===== config.mk =====
export PLATFORM = sky130hd
export DESIGN_NAME = gsim_residual_flat
export DESIGN_NICKNAME = d
export VERILOG_FILES = /design/src/rtl/gsim_residual_pkg.sv /design/src/rtl/gsim_residual_if.sv /design/src/rtl/gsim_residual_row.sv /design/src/rtl/gsim_residual.sv /design/src/flat_wrapper.sv
export SDC_FILE = /design/constraint.sdc
export NUM_CORES = 2
export LEC_CHECK = 0
export CAP_MARGIN = 20
export CORE_UTILIZATION = 50
export DETAILED_ROUTE_END_ITERATION = 6
export DONT_BUFFER_PORTS = 1
export PLACE_DENSITY = 0.72
export SYNTH_ARGS = -nofsm -noshare
export SYNTH_HDL_FRONTEND = slang
export SYNTH_HIERARCHICAL = 1
export SYNTH_SLANG_ARGS = --single-unit

===== constraint.sdc =====
create_clock -name clk -period 12.29 [get_ports clk]
set_clock_uncertainty 0.1 [all_clocks]
set_input_delay 1.229 -clock clk [delete_from_list [all_inputs] [get_ports clk]]
set_output_delay 1.229 -clock clk [all_outputs]
set_load 0.05 [all_outputs]

===== src/rtl/gsim_residual_pkg.sv =====
// rtl/gsim_residual_pkg.sv - shared sizes, band coefficients, FSM states and residual saturation helpers
package gsim_pkg;

  localparam int N   = 16;
  localparam int B_W = 16;
  localparam int X_W = 32;
  localparam int R_W = 40;

  localparam logic signed [R_W-1:0] C0 = 40'sd20;
  localparam logic signed [R_W-1:0] C1 = 40'sd13;
  localparam logic signed [R_W-1:0] C2 = 40'sd6;
  localparam logic signed [R_W-1:0] C3 = 40'sd1;

  typedef enum logic [1:0] {
    COLLECT = 2'd0,
    CALC    = 2'd1,
    REPORT  = 2'd2
  } state_t;

  function automatic logic [31:0] abs_sat(input logic signed [R_W-1:0] r);
    logic signed [R_W-1:0] m;
    m = r[R_W-1] ? -r : r;
    if (m[R_W-1:32] != '0) return 32'hFFFF_FFFF;
    else                   return m[31:0];
  endfunction

  function automatic logic [31:0] sat_s32(input logic signed [R_W-1:0] r);
    if (r > 40'sh00_7FFF_FFFF)       return 32'h7FFF_FFFF;
    else if (r < -40'sh00_8000_0000) return 32'h8000_0000;
    else                             return r[31:0];
  endfunction

endpackage


===== src/rtl/gsim_residual_if.sv =====
// rtl/gsim_residual_if.sv - solver snoop strobes and residual report bundle
// GSIM_RES_VEC_EN adds the per-row res_valid/res_out signals.
interface gsim_residual_if;
  logic        in_en;
  logic [15:0] b_in;
  logic        out_valid;
  logic [31:0] x_out;
  logic        done;
  logic [31:0] res_max;
  logic        pass;
`ifdef GSIM_RES_VEC_EN
  logic        res_valid;
  logic [31:0] res_out;

  modport master (output in_en, b_in, out_valid, x_out,
                  input  done, res_max, pass, res_valid, res_out);
  modport slave  (input  in_en, b_in, out_valid, x_out,
                  output done, res_max, pass, res_valid, res_out);
`else
  modport master (output in_en, b_in, out_valid, x_out,
                  input  done, res_max, pass);
  modport slave  (input  in_en, b_in, out_valid, x_out,
                  output done, res_max, pass);
`endif
endinterface


===== src/rtl/gsim_residual_row.sv =====
// rtl/gsim_residual_row.sv - combinational residual for one row of the 7-diagonal band
module gsim_res_row
  import gsim_pkg::*;
(
  input  logic [B_W-1:0]        i_b_k,
  input  logic [X_W-1:0]        i_x_tap [7],
  input  logic [6:0]            i_tap_vld,
  output logic signed [R_W-1:0] o_r_k
);

  logic signed [R_W-1:0] w_t [7];
  logic signed [R_W-1:0] w_ax;

  // Taps falling outside the matrix contribute zero rather than wrapped data.
  always_comb begin
    for (int j = 0; j < 7; j++) begin
      w_t[j] = i_tap_vld[j] ? {{(R_W-X_W){i_x_tap[j][X_W-1]}}, i_x_tap[j]} : '0;
    end
  end

  assign w_ax  = C0 * w_t[3] - C1 * (w_t[2] + w_t[4])
               + C2 * (w_t[1] + w_t[5]) - C3 * (w_t[0] + w_t[6]);
  assign o_r_k = signed'({{(R_W-B_W-16){i_b_k[B_W-1]}}, i_b_k, 16'h0000}) - w_ax;

endmodule


===== src/rtl/gsim_residual.sv =====
// rtl/gsim_residual.sv - residual checker: buffers b/x, evaluates r=b-Ax row by row, reports max |r|
// GSIM_RES_VEC_EN adds per-row signed residual output.
module gsim_residual
  import gsim_pkg::*;
#(
  parameter logic [31:0] TOL = 32'h0000_1000
)(
  input  logic           clk,
  input  logic           reset,
  gsim_residual_if.slave bus
);

  state_t                r_state, w_state_nxt;
  logic                  w_start;
  logic [3:0]            r_b_cnt, r_x_cnt, r_row;
  logic                  r_wr_bank;
  logic                  w_rd_bank;
  logic [B_W-1:0]        r_b [2][N];
  logic [X_W-1:0]        r_x [N];
  logic [X_W-1:0]        w_tap [7];
  logic [6:0]            w_tap_vld;
  logic signed [R_W-1:0] w_r_k;
  logic signed [R_W-1:0] r_res;
  logic                  r_res_vld;
  logic [31:0]           w_res_abs, w_max_nxt;
  logic [31:0]           r_max, r_res_max;
  logic                  r_done, r_pass;

  always_ff @(posedge clk) begin
    if (reset) r_state <= COLLECT;
    else       r_state <= w_state_nxt;
  end

  always_comb begin
    w_state_nxt = r_state;
    w_start     = 1'b0;
    case (r_state)
      COLLECT: if (bus.out_valid && r_x_cnt == 4'd15) begin
                 w_state_nxt = CALC;
                 w_start     = 1'b1;
               end
      CALC:    if (r_row == 4'd15) w_state_nxt = REPORT;
      REPORT:  w_state_nxt = COLLECT;
      default: w_state_nxt = COLLECT;
    endcase
  end

  always_ff @(posedge clk) begin
    if (reset) begin
      r_b_cnt   <= '0;
      r_x_cnt   <= '0;
      r_row     <= '0;
      r_wr_bank <= 1'b0;
    end else begin
      if (bus.out_valid) r_x_cnt <= r_x_cnt + 4'd1;
      // The closing x beat hands the filled bank to CALC; new b beats restart in the other bank.
      if (w_start) begin
        r_wr_bank <= ~r_wr_bank;
        r_b_cnt   <= '0;
      end else if (bus.in_en) begin
        r_b_cnt <= r_b_cnt + 4'd1;
      end
      r_row <= (r_state == CALC) ? r_row + 4'd1 : 4'd0;
    end
  end

  always_ff @(posedge clk) begin
    if (bus.in_en)     r_b[r_wr_bank][r_b_cnt] <= bus.b_in;
    if (bus.out_valid) r_x[r_x_cnt]            <= bus.x_out;
  end

  assign w_rd_bank = ~r_wr_bank;

  for (genvar j = 0; j < 7; j++) begin : g_tap
    logic [5:0] w_idx;
    assign w_idx        = {2'b00, r_row} + 6'(j) - 6'd3;
    assign w_tap_vld[j] = (w_idx < 6'd16);
    assign w_tap[j]     = r_x[w_idx[3:0]];
  end

  gsim_res_row u_row (
    .i_b_k     (r_b[w_rd_bank][r_row]),
    .i_x_tap   (w_tap),
    .i_tap_vld (w_tap_vld),
    .o_r_k     (w_r_k)
  );

  assign w_res_abs = abs_sat(r_res);
  assign w_max_nxt = (r_res_vld && w_res_abs > r_max) ? w_res_abs : r_max;

  // Row 15's residual is still in r_res during REPORT, so the report folds it in directly.
  always_ff @(posedge clk) begin
    if (reset) begin
      r_res     <= '0;
      r_res_vld <= 1'b0;
      r_max     <= '0;
      r_res_max <= '0;
      r_pass    <= 1'b0;
      r_done    <= 1'b0;
    end else begin
      r_res_vld <= (r_state == CALC);
      if (r_state == CALC) r_res <= w_r_k;
      if (w_start)          r_max <= '0;
      else if (r_res_vld)   r_max <= w_max_nxt;
      r_done <= (r_state == REPORT);
      if (r_state == REPORT) begin
        r_res_max <= w_max_nxt;
        r_pass    <= (w_max_nxt <= TOL);
      end
    end
  end

  assign bus.done    = r_done;
  assign bus.res_max = r_res_max;
  assign bus.pass    = r_pass;
`ifdef GSIM_RES_VEC_EN
  assign bus.res_valid = r_res_vld;
  assign bus.res_out   = sat_s32(r_res);
`endif

endmodule


===== src/flat_wrapper.sv =====
// flat-port wrapper written by rule: the top's interface ports become plain ports
module gsim_residual_flat import gsim_pkg::*;
#(
  parameter logic [31:0] TOL = 32'h0000_1000
)
  (clk, reset, bus_in_en, bus_b_in, bus_out_valid, bus_x_out, bus_done, bus_res_max, bus_pass);
  gsim_residual_if bus_i ();
  input  logic clk;
  input  logic reset;
  input wire logic [$bits(bus_i.in_en)-1:0] bus_in_en;
  input wire logic [$bits(bus_i.b_in)-1:0] bus_b_in;
  input wire logic [$bits(bus_i.out_valid)-1:0] bus_out_valid;
  input wire logic [$bits(bus_i.x_out)-1:0] bus_x_out;
  output wire logic [$bits(bus_i.done)-1:0] bus_done;
  output wire logic [$bits(bus_i.res_max)-1:0] bus_res_max;
  output wire logic [$bits(bus_i.pass)-1:0] bus_pass;
  assign bus_i.in_en = bus_in_en;
  assign bus_i.b_in = bus_b_in;
  assign bus_i.out_valid = bus_out_valid;
  assign bus_i.x_out = bus_x_out;
  assign bus_done = bus_i.done;
  assign bus_res_max = bus_i.res_max;
  assign bus_pass = bus_i.pass;
  gsim_residual #(.TOL(TOL)) u_core (.clk(clk), .reset(reset), .bus(bus_i));
endmodule

# ---- Word level (Yosys, flattened, before mapping)
# Memories as Yosys holds them, arrays and structs flattened.
# Cells that the tools add are included.
dict set report word_totals {
  reg_bits 122
  ram_bits 1024
  in_bits 52
  out_inout_bits 34
  wordCells 94
  n_memories 2
}
# memory words width read_ports rd_clocked_by_memory_dff wr line
set mem_list {}
lappend mem_list {u_core.r_b 2 256 1 0 1 gsim_residual.sv:18} ;# logic [B_W-1:0] r_b [2][N];
lappend mem_list {u_core.r_x 16 32 7 0 1 gsim_residual.sv:19} ;# logic [X_W-1:0] r_x [N];
dict set report op_classes {
  n_addsub 24
  n_mul 3
  magnitude_cmp 12
  eq_ne 6
  muxes 24
  bitwise 4
  n_reduce_logical 8
}
# cell n
set ops {}
lappend ops {{$mux W40} 8}
lappend ops {{$mux W256} 1}
lappend ops {{$add A40 B40 Y40} 4}
lappend ops {{$sub A40 B40 Y40} 2}
lappend ops {{$bmux W16 S4} 1}
lappend ops {{$demux W16 S4} 1}
lappend ops {{$mux W32} 2}
lappend ops {{$mux W16} 3}
lappend ops {{$lt A6 B5 Y1 const B} 7}
lappend ops {{$mul A3 B40 Y39 const A} 1}
lappend ops {{$mul A4 B40 Y38 const A} 1}
lappend ops {{$mul A5 B40 Y40 const A} 1}
lappend ops {{$neg A40 Y40} 1}
lappend ops {{$sub A32 B40 Y40} 1}
lappend ops {{$sub A6 B2 Y6 const B} 6}
lappend ops {{$gt A32 B32 Y1} 1}
lappend ops {{$le A32 B13 Y1 const B} 1}
lappend ops {{$add A4 B3 Y5 const B} 3}
lappend ops {{$add A4 B1 Y4 const B} 3}
lappend ops {{$add A4 B2 Y5 const B} 2}
lappend ops {{$ge A5 B5 Y1 const B} 2}
lappend ops {{$not A4 Y5} 2}
lappend ops {{$eq A4 B4 Y1 const B} 2}
lappend ops {{$reduce_bool A8 Y1} 1}
lappend ops {{14 further kinds} 24}

# ---- Longest topological paths before layout
dict set report logic_depth {
  word_depth 10
  mapped_depth 57
}

# ---- Modules after synthesis
# Netlist, hierarchy kept.
# module instances cells_each area_per_inst_um2 seq_area_each_um2
set by_module_without_submodules {}
lappend by_module_without_submodules {gsim_residual 1 3406 59676.0 33191.8}
lappend by_module_without_submodules {gsim_res_row 1 2116 17191.5 0.0}

# ---- Worst setup path before layout
# OpenSTA, ideal clock, no wires.
dict set report synth_path {
  kind {register -> register}
  start {register u_core.r_row[1]}
  end {register u_core.r_res[39]}
  t_arrival_ps 12279
  slack_ps -160
  path_stages_with_launch 52
  path_buffers 5
  period_less_slack_ps 12450
  path_cell_list {dfxtp_1 > clkbuf_1 > clkbuf_1 > inv_1 > buf_1 > ha_1 > ha_1 > buf_1 > buf_1 > mux4_2 > and2_1 > ha_1 > nor2b_1 > o31a_1 > o221a_2 > o41ai_2 > o21bai_1 > a21oi_1 > (+16 left out) > fa_1 > fa_1 > inv_1 > fa_1 > inv_1 > fa_1 > inv_1 > ha_1 > nand3_1 > nor2_1 > o41ai_1 > a311oi_2 > a21o_2 > a21oi_1 > xor2_1 > xnor2_1 > nand2_1 > a21oi_1}
}
# element line
set synth_lines {}
lappend synth_lines {{from (decl)} gsim_residual.sv:15} ;# logic [3:0] r_b_cnt, r_x_cnt, r_row;
lappend synth_lines {{from (signal assigned)} gsim_residual.sv:63} ;# r_row <= (r_state == CALC) ? r_row + 4'd1 : 4'd0;
lappend synth_lines {{to (signal assigned)} gsim_residual.sv:102} ;# if (r_state == CALC) r_res <= w_r_k;
lappend synth_lines {{to (decl)} gsim_residual.sv:23} ;# logic signed [R_W-1:0] r_res;

==> results.sh <==
export IMPL_first_pass_iters=5
export IMPL_fin_nets=6137
export IMPL_period_minus_slack_ps=11760
export IMPL_grt_usage_pct=28.4
export IMPL_power_density_nw_per_um2=138
export IMPL_wirelength_um=223000
export IMPL_top_layer="met5"
export IMPL_cp_max_fo=48
export IMPL_wl_met1_um=86900
export IMPL_netlist_area_um2=76900
export IMPL_crit_path_start="u_core/r_row[0]$_SDFF_PP0_"
export IMPL_irDropWorstVdd_uv=172
export IMPL_path_buf_inv=6
export IMPL_cts_buffers=116
export IMPL_ant_nets=0
export IMPL_status="finished clean"
export IMPL_die_h_um=394
export IMPL_wl_per_cell_um=29.2
export IMPL_netlist_top_cells_area="edfxtp_1, mux4_2, ha_1, fa_1, dfxtp_1"
export IMPL_overflow=0
export IMPL_routabilityCongestion=0.980
export IMPL_dpl_instance_area_um2=79800
export IMPL_synth_warning_count=6
export IMPL_synth_avg_cell_area_um2=13.9
export IMPL_cap_violations=0
export IMPL_yosysTopAreaCellShare_pct=40.0
export IMPL_io_pins=86
export IMPL_vias_per_cell=6.71
export IMPL_pwr_share_clk_pct=32.3
export IMPL_grt_first_pass_wirelength_um=328000
export IMPL_crit_family="adder cells"
export IMPL_end_kind="flop"
export IMPL_setup_worst_path_class="flop to flop"
export IMPL_stdcell_area_um2=84100
export IMPL_rows=143
export IMPL_synthArstFlopShare_pct=0
export IMPL_internal_power_uw=7950
export IMPL_critPathMaxStageDelay_ps=550
export IMPL_cts_root_buf="clkbuf_16"
export IMPL_h_tree_depth=3
export IMPL_ctsHoldBuffers=0
export IMPL_worstSkewPairLatency_ps=850
export IMPL_synth_edf_count=1024
export IMPL_rr_startpoint="u_core/r_row[0]$_SDFF_PP0_"
export IMPL_synth_seq_cells=1146
export IMPL_route_met2_wl_um=97500
export IMPL_max_freq_mhz=85.0
export IMPL_finalHoldViolations=0
export IMPL_fp_dieArea_um2=155000
export IMPL_core_area_um2=152000
export IMPL_startpoint_type="flop"
export IMPL_switching_share_pct=31.4
export IMPL_setup_violations=0
export IMPL_finalMaxSlewViolations=0
export IMPL_drc_errors=0
export IMPL_ys_seq_area_share_pct=43.2
export IMPL_max_slew_margin_pct=31.1
export IMPL_cts_buffer_depth=3
export IMPL_syn_to_final_growth_pct=9.43
export IMPL_drive_gt1_share_pct=22.6
export IMPL_hold_worst_slack_ps=372
export IMPL_finalNonFillerCells=7630
export IMPL_antenna_found_initial=11
export IMPL_critPathArrivalTime_ps=12340
export IMPL_p_switching_uw=3630
export IMPL_cts_sinks=1146
export IMPL_grt_max_degree=117
export IMPL_grt_pass1_vias=49400
export IMPL_dp_cells=7391
export IMPL_clk_pin_slew_worst_paths_ps=70
export IMPL_syn_inst=5522
export IMPL_cts_tree="built"
export IMPL_port_buffers=0
export IMPL_setup_tns_ps=0
export IMPL_path_common_cell="xnor2_1"
export IMPL_p_seq_share_pct=37.1
export IMPL_synth_most_common_cell="edfxtp_1"
export IMPL_drt_iter0_drc=6449
export IMPL_num_vias=51200
export IMPL_worst_pin_slew_ps=1030
export IMPL_synth_cells_most_frequent="edfxtp_1, mux4_2, inv_1"
export IMPL_hold_path_class="input port to flop"
export IMPL_yosysTopAreaCell="edfxtp_1"
export IMPL_cp_required_ps=12860
export IMPL_min_period_over_period_pct=95.7
export IMPL_ys_flop_type="edfxtp_1"
export IMPL_power_frac_comb_pct=30.6
export IMPL_utilization_pct=55.2
export IMPL_p_leak_uw=0.0298
export IMPL_hpwl_um=150000
export IMPL_slowest_stage="mux4_2"
export IMPL_initial_utilization_pct=50.5
export IMPL_holdCritStartpoint="bus_b_in[6]"
export IMPL_die_w_um=394
export IMPL_ys_types=110
export IMPL_wl_met3_um=31400
per-layer routing:
metal,global-route usage (%),vias up
met2,41.6,3440
met1,40.5,26000
met3,8.90,467
li1,-,21300
met5,0,-
met4,8.82,10
sequential cells by signal, indices dropped and copies added, names as in the netlist:
name / count
u_core/r_b: 512
u_core/r_x: 512
u_core/r_res: 40
u_core/bus.res_max: 32
u_core/r_max: 32
u_core/r_b_cnt: 4
u_core/r_row: 4
u_core/r_x_cnt: 4
u_core/r_state: 2
u_core/bus.done: 1
u_core/bus.pass: 1
u_core/r_res_vld: 1
u_core/r_wr_bank: 1
per-stage QoR:
stage / total power, uW / setup WS [ps]
2_1_floorplan: 7180 / 107
3_3_place_gp: 7840 / 439
3_5_place_dp: 7900 / 284
4_1_cts: 11600 / 247
5_1_grt: 12300 / -6.49
6_report: 11600 / 526
worst reg2reg max path, delay by kind of cell, from the launching register on:
kind	cells	cell delay [ps]
AND/OR/NAND/NOR	7	1210
buffers and inverters	6	1210
multiplexers	2	1020
flip-flops	1	460
XOR/XNOR	9	1830
AO/OA/AOI/OAI	13	2570
adder cells (fa/ha/maj)	8	3260
worst paths after layout:
kind         depth (start not counted)                            end  slack (ps)
min reg2reg                          2  u_core/r_res[28]$_SDFFE_PP0P_         380
min                                  0   u_core/r_b[1][150]$_DFFE_PP_         370
max                                 45  u_core/r_res[39]$_SDFFE_PP0P_         530
max reg2reg                         45  u_core/r_res[39]$_SDFFE_PP0P_         530
cells by family (layout without fill, tap and decap cells):
family,count (synthesis),after routing,share of synthesized area (%)
AO/OA/AOI/OAI,779,779,6.67
XOR/XNOR,215,215,2.47
adder cells (fa/ha/maj),588,588,11.6
buffers and inverters,810,881,4.00
flip-flops,1146,1146,43.2
multiplexers,935,935,25.3
other,1,8,0.00488
AND/OR/NAND/NOR,1048,1048,6.80
power groups by stage:
stage,sequential (uW),clock [uW],combinational [uW]
after floorplan,4370,0,2810
after global placement,4370,0,3470
after detailed placement,4380,0,3520
after CTS,4290,3770,3560
after global routing,4300,3920,4060
final,4290,3740,3550
layout make-up:
class                   count  area [um^2]
multi-input cells        3570        40800
inverters                 491         1840
repair buffers            172         1640
flip-flops and latches   1146        33200
clock buffers             139         3010
clock inverters            79         1040
well taps                2030         2540
fillers                 11800        68100
diodes                      3         7.51
placed cells by master (no fill, tap or decap), drive strengths merged, types with 36 or more instances in the layout:
| master | netlist | layout |
|---|---|---|
| edfxtp | 1024 | 1024 |
| mux4 | 803 | 803 |
| inv | 491 | 490 |
| ha | 378 | 378 |
| nand2 | 345 | 345 |
| a21oi | 234 | 234 |
| fa | 210 | 210 |
| nor2 | 199 | 199 |
| o21ai | 191 | 191 |
| and2 | 185 | 185 |
| buf | 108 | 171 |
| clkbuf | 211 | 140 |
| mux2i | 129 | 129 |
| dfxtp | 122 | 122 |
| xnor2 | 112 | 112 |
| xor2 | 102 | 102 |
| nand3 | 76 | 76 |
| a21o | 68 | 68 |
| o221ai | 63 | 63 |
| clkinv | 0 | 58 |
| nor2b | 52 | 52 |
| nand2b | 36 | 36 |
what timing repair did:
action / 4_1_cts / 5_1_grt
setup endpoints to repair: 0 / 3
buffers inserted: 0 / 16
resized for setup: 0 / 6
(Power assumes the default switching activity.)
